`config.mk`:
```
export PLATFORM = sky130hd
export DESIGN_NAME = spi_master_duplex
export DESIGN_NICKNAME = d
export VERILOG_FILES = /design/src/rtl/spi_master_duplex.sv
export SDC_FILE = /design/constraint.sdc
export NUM_CORES = 1
export LEC_CHECK = 0
export CAP_MARGIN = 20
export CORE_ASPECT_RATIO = 0.6
export CORE_MARGIN = 5
export CORE_UTILIZATION = 53
export DETAILED_ROUTE_END_ITERATION = 12
export PLACE_DENSITY = 0.81
export SLEW_MARGIN = 20
export SYNTH_ARGS = -nofsm -noshare
export SYNTH_HDL_FRONTEND = slang
export SYNTH_SLANG_ARGS = --single-unit
```
`constraint.sdc`:
```
create_clock -name clock -period 2.6 [get_ports clock]
set_input_delay 0.65 -clock clock [delete_from_list [all_inputs] [get_ports clock]]
set_output_delay 0.65 -clock clock [all_outputs]
set_load 0.01 [all_outputs]
```
`src/rtl/spi_master_duplex.sv`:
```
// Full-duplex SPI master: serialises din on mosi while shifting miso into dout.
// Configurable word width, SCLK divider, CPOL/CPHA and bit order.
module spi_master_duplex #(
    parameter int DATA_WIDTH = 12,
    parameter int CLK_DIV    = 4,
    parameter bit CPOL       = 1'b0,
    parameter bit CPHA       = 1'b0,
    parameter bit LSB_FIRST  = 1'b1
) (
    input  logic                  clock,
    input  logic                  reset,
    input  logic                  new_data,
    input  logic [DATA_WIDTH-1:0] din,
    input  logic                  miso,
    output logic                  sclk,
    output logic                  cs,
    output logic                  mosi,
    output logic [DATA_WIDTH-1:0] dout,
    output logic                  done,
    output logic                  busy
);
    localparam int DIV_W  = (CLK_DIV > 1) ? $clog2(CLK_DIV) : 1;
    localparam int EDGE_W = $clog2(2 * DATA_WIDTH + 1);
    localparam logic [DIV_W-1:0]  DIV_LAST  = DIV_W'(CLK_DIV - 1);
    localparam logic [EDGE_W-1:0] EDGE_LAST = EDGE_W'(2 * DATA_WIDTH - 1);

    typedef enum logic [1:0] {IDLE, TRANSFER, HOLD} state_t;

    state_t                state, state_next;
    logic [DIV_W-1:0]      div_cnt;
    logic [EDGE_W-1:0]     edge_cnt;
    logic [DATA_WIDTH-1:0] tx_sr;
    logic [DATA_WIDTH-1:0] rx_sr;
    logic                  tick;
    logic                  leading;
    logic                  last_edge;
    logic                  sample_edge;
    logic                  shift_edge;

    function automatic logic first_bit(input logic [DATA_WIDTH-1:0] v);
        return LSB_FIRST ? v[0] : v[DATA_WIDTH-1];
    endfunction

    function automatic logic [DATA_WIDTH-1:0] shift_out(input logic [DATA_WIDTH-1:0] v);
        return LSB_FIRST ? (v >> 1) : (v << 1);
    endfunction

    function automatic logic [DATA_WIDTH-1:0] shift_in(input logic [DATA_WIDTH-1:0] v,
                                                       input logic b);
        return LSB_FIRST ? {b, v[DATA_WIDTH-1:1]} : {v[DATA_WIDTH-2:0], b};
    endfunction

    // edge_cnt holds edges already produced, so an even count means the next edge leads
    assign tick        = (div_cnt == DIV_LAST);
    assign leading     = ~edge_cnt[0];
    assign last_edge   = (edge_cnt == EDGE_LAST);
    assign sample_edge = CPHA ? ~leading : leading;
    assign shift_edge  = CPHA ? leading : (~leading && ~last_edge);

    always_ff @(posedge clock) begin
        if (reset) state <= IDLE;
        else       state <= state_next;
    end

    always_comb begin
        state_next = state;
        case (state)
            IDLE:     if (new_data) state_next = TRANSFER;
            TRANSFER: if (tick && last_edge) state_next = HOLD;
            HOLD:     if (tick) state_next = IDLE;
            default:  state_next = IDLE;
        endcase
    end

    always_ff @(posedge clock) begin
        if (reset) begin
            sclk     <= CPOL;
            cs       <= 1'b1;
            mosi     <= 1'b0;
            dout     <= '0;
            done     <= 1'b0;
            busy     <= 1'b0;
            div_cnt  <= '0;
            edge_cnt <= '0;
            tx_sr    <= '0;
            rx_sr    <= '0;
        end else begin
            done <= 1'b0;
            case (state)
                IDLE: begin
                    if (new_data) begin
                        cs       <= 1'b0;
                        busy     <= 1'b1;
                        div_cnt  <= '0;
                        edge_cnt <= '0;
                        rx_sr    <= '0;
                        // CPHA=0 must present the first bit before the first edge
                        if (!CPHA) begin
                            mosi  <= first_bit(din);
                            tx_sr <= shift_out(din);
                        end else begin
                            tx_sr <= din;
                        end
                    end
                end
                TRANSFER: begin
                    div_cnt <= tick ? '0 : div_cnt + 1'b1;
                    if (tick) begin
                        sclk     <= ~sclk;
                        edge_cnt <= edge_cnt + 1'b1;
                        if (sample_edge) rx_sr <= shift_in(rx_sr, miso);
                        if (shift_edge) begin
                            mosi  <= first_bit(tx_sr);
                            tx_sr <= shift_out(tx_sr);
                        end
                    end
                end
                HOLD: begin
                    div_cnt <= tick ? '0 : div_cnt + 1'b1;
                    if (tick) begin
                        cs   <= 1'b1;
                        mosi <= 1'b0;
                        busy <= 1'b0;
                        dout <= rx_sr;
                        done <= 1'b1;
                    end
                end
                default: ;
            endcase
        end
    end
endmodule
```
* After elaboration in Yosys (flattened, before gate mapping)
Index checks and enable logic that the tools add are counted.
** Operators by class
- Add/sub/neg operators :: 2
- Reduce and logical (&&, ||, !) cells :: 18
- Equal/unequal tests :: 10
- Bitwise operators :: 3
- Multiplexer cells :: 29
** Operator list (number)
- 12-bit two-way mux :: 6
- 12-bit case mux with 2 select lines :: 2
- 2-bit inequality test, second input constant :: 6
- 2-bit two-way mux :: 5
- 5-bit two-way mux :: 2
- 5-bit case mux with 2 select lines :: 1
- 3-bit AND reduction :: 3
- 1-bit two-way mux :: 8
- 4-bit AND reduction :: 2
- 2-bit case mux with 3 select lines :: 1
- 2-bit AND reduction :: 3
- 2-bit nonzero test :: 3
- 5-bit by 1-bit adder with 5-bit output, second input constant :: 1
- 5-bit == test, second input constant :: 1
- 5-bit AND reduction :: 1
- 2-bit == test, second input constant :: 2
- 1-bit case mux with 2 select lines :: 2
- 2-bit case mux with 2 select lines :: 1
- 2-bit OR reduction :: 2
- 1-bit NOT :: 3
- 1-bit case mux with 3 select lines :: 1
- 3-bit nonzero test :: 1
- 2-bit by 1-bit adder with 2-bit output, second input constant :: 1
- 2-bit by 1-bit == test with 1-bit output, second input constant :: 1
- other kinds (2) :: 3
** Storage, ports and cells
- Bits in registers :: 50
- Logic and storage cells :: 73
- Bits of input ports :: 16
- Output and inout port bits :: 17

* Depth between registers and ports, before layout
- Depth in word-level cells :: 6
- Depth in mapped cells :: 8
- Gate-level depth less buffers :: 6

* Worst setup path after synthesis
OpenSTA, ideal clock, no wires.
- Path type :: register to register
- Start :: reg state[0]
- End :: reg tx_sr[1]
- Data required time :: 2.521 ns
- Setup slack :: 1.000 ns
- Period minus slack after synthesis :: 1.600 ns
- Stages on the path, launching flop included :: 8
- Library setup time :: 0.079 ns
- Path buffers :: 1
- Data arrival time :: 1.520 ns
- Cells stage by stage :: dfxtp_1 inv_1 ha_1 mux2i_2 nor2_2 and2_4 buf_6 a211oi_2
** Between the ends
- Word-level cells in the longest chain between the ends :: 3
- Elaborated cells between the ends (all ways) :: 8
- Those cells by class :: eq/ne: 4; mux: 1; reduce/logical: 3
** RTL lines
- start, declared :: RTL line 29 : state_t state, state_next;
- start signal, assigned :: RTL line 62 : else state <= state_next;
- 2-bit by 1-bit == test with 1-bit output or 2-bit zero test (tied branches) :: RTL line 89 : case (state)
- 2-bit inequality test (no source line) or 2-bit nonzero test (tied branches)
- 4-bit AND reduction (no source line)
- end signal, assigned :: RTL line 100 : tx_sr <= shift_out(din);
- end signal, assigned :: RTL line 102 : tx_sr <= din;
- end signal, assigned :: RTL line 114 : tx_sr <= shift_out(tx_sr);
- end, declared :: RTL line 32 : logic [DATA_WIDTH-1:0] tx_sr;
Several ways; a longest one is shown, not always the timed one.
A chain may end at the register's enable or synchronous reset.

* Final worst setup path
- Start :: reg state[1]
- End :: reg tx_sr[0]
The elaborated chain is that of the path after synthesis.

==> summary.txt <==
=====================================================================================
Die width                                                                     93.1 um
Count of pins over their slew limit                                                 0
Maximum clock rate                                                            481 MHz
Biggest fanout along the worst timing path                                         15
Post-detailed-routing wire length                                             4180 um
IO Pins                                                                            33
Root buf cell                                                                clkbuf_8
Total GRT Usage                                                                 15.7%
Initial drt markers                                                               124
HPWL after detailed placement                                                 2980 um
Post-route fraction of the period consumed by the critical path                 79.9%
Biggest area consumer among synthesized cells                                 dfxtp_1
# nets final                                                                      286
Max Cap Viol                                                                        0
TritonCTS clock tree                                                              yes
Startpoint types                                                            flip-flop
Post-CTS Hold Fix Bufs                                                              0
Path class of the lowest-slack min-delay path                              reg -> reg
Setup TNS Final                                                                  0 ns
Post-cts repair resize count                                                        0
Hold_ws                                                                      0.460 ns
Total iterations of the first detailed-routing run                                  5
Leading cell type in the layout, fill and taps excluded                       dfxtp_1
Antenna violations before repair                                                    0
Via-to-Cell Ratio                                                                5.55
Share of the synthesized area in the top cell type                              44.7%
Clock latency of the later-clocked register in the worst-skew pair            0.30 ns
Floorplan core area                                                        4050 sq um
Number of different library cells in the post-synthesis netlist                    38
Total power draw                                                              1.98 mW
Setup crit end kind                                                         flip-flop
Post-placement setup slack                                                   0.240 ns
Outcome                                                                  finished, final reports clean
Leading cell types by total area after synthesis                         dfxtp_1 45%, mux2i_1 6.8%, a21oi_1 6.4%
Clock net sink count                                                               49
Slew headroom                                                                   55.5%
Die footprint                                                              5570 sq um
Die extent in y                                                               59.8 um
GRT Residual Overflow                                                               0
Net count after synthesis                                                         260
CTS Buf Count                                                                       5
Clock Path Buffers                                                                  2
Initial Util                                                                    54.1%
Cell count after synthesis                                                        238
# H-tree levels                                                                     2
Fin Clk Skew                                                               0.00758 ns
Wire length of the first global-routing pass                                  7090 um
Post-route ant nets                                                                 0
Worst Path Arrival                                                            2.24 ns
Share of cells above drive strength 1                                           11.7%
Via count of the first global-routing pass                                      1,588
Slack of the critical path                                                   0.521 ns
Avg Synthesized Cell Area                                                  9.22 sq um
Post-CTS Setup Bufs                                                                 0
Floorplan row count                                                                18
Number of port buffers                                                             32
Setup-violating endpoint count in the final report                                  0
Gp weighted congestion                                                          0.812
Number of vias after detailed routing                                           1,749
Unrepaired setup endpoints after global routing                                    no
Routed wirelength normalized by instance count                                13.3 um
Diodes inserted                                                                     0
Power per Cell Area                                                       754 nW/um^2
Clock period minus worst slack                                                2.08 ns
Maximum number of pins on one net before global-route repair                       28
Data required time of the worst path                                          2.76 ns
Peak supply drop                                                               397 uV
Number of synthesized register bits                                                49
Transition time at the pin with the least slew margin                        0.667 ns
Portion of the post-synthesis area used by sequential elements                  44.7%
Post-layout utilization of the core                                             64.7%
Most frequent cells in the layout                                        49 x dfxtp_1, 31 x clkdlybuf4s50_1, 28 x nand2_1, 28 x a21oi_1, 25 x nor2_1
Number of warnings reported in the yosys synthesis log                              0
Crit path kind                                                             reg -> reg
Total leakage power                                                          0.930 nW
Endpoints failing hold                                                              0
Area delta synth->final                                                         19.4%
Drt drc                                                                             0
Clock-pin slew of the registers on the worst-case setup and hold paths        0.10 ns
Netlist area before placement                                              2190 sq um
=====================================================================================
## per-stage QoR
step	area, sq um	std cells
floorplan	2190	238
global placement	2500	307
detailed placement	2500	307
CTS	2620	315
global route	2620	315
finish	2620	315
## registers in the layout, summed over array words and instances, names as in the netlist
register,flops
dout,12
rx_sr,12
tx_sr,11
edge_cnt,5
div_cnt,2
state,2
busy,1
cs,1
done,1
mosi,1
sclk,1
## final timing paths
check                             start               endpoint  slack (ns)  depth (start not counted)
hold reg to reg    dout[1]$_SDFFE_PP0P_   dout[1]$_SDFFE_PP0P_        0.46                          2
hold / removal     dout[1]$_SDFFE_PP0P_   dout[1]$_SDFFE_PP0P_        0.46                          2
setup reg to reg  state[1]$_SDFFE_PP0P_  tx_sr[0]$_SDFFE_PP0P_        0.52                          6
setup / recovery  state[1]$_SDFFE_PP0P_  tx_sr[0]$_SDFFE_PP0P_        0.52                          6
## area by class of cell
type                            count  area (sq um)
Fill cell                         343          1430
Inverter                            5          18.8
Clock inverter                      3          50.0
Multi-Input combinational cell    168          1100
Tap cell                           50          62.6
Clock buffer                        5          68.8
Sequential cell                    49           981
Timing Repair Buffer               35           338
## cell usage after synthesis (all sizes together)
master	instances
nor2b	3
a21oi	28
ha	6
and2	5
clkbuf	4
nand3	5
dfxtp	49
a21o	1
buf	12
mux2i	16
nand4b	1
a211oi	11
nor3	7
a222oi	1
a22oi	9
nor2	26
or4b	1
nand2b	2
nand2	28
o21ba	2
xor2	1
a311oi	1
or2b	1
o21bai	2
a21bo	1
o21ai	4
nor3b	2
xnor2	3
a31oi	1
inv	5
## critical path, stage by stage (launching register included)
cell and delay [ns]:
dfxtp_1 0.39, inv_1 0.08, ha_1 0.36, nor2b_1 0.27
nor2_2 0.39, and2_4 0.35, a211oi_1 0.09
## layer usage
metal | track usage (%) | up-vias | part of all wire (%)
li1 | - | 879 | -
met4 | 2.51 | 0 | 0.55
met1 | 22.2 | 830 | 51
met5 | 0 | - | 0
met3 | 5.03 | 5 | 5.9
met2 | 24.2 | 35 | 42
## cells by family after synthesis
logic type | share of synthesized area, %
xor+xnor | 1.60
fa+ha+maj | 3.42
compound gates | 20.1
flops | 44.7
buf+inv | 5.07
mux | 7.47
simple gates | 17.7
## report_power, final
part	leakage [nW]	total [mW]	switching, mW	internal [mW]
clock	0.0603	0.562	0.267	0.295
sequential	0.398	0.862	0.0409	0.821
combinational	0.472	0.552	0.311	0.241
Note: power is estimated with default switching activity, not from simulation.
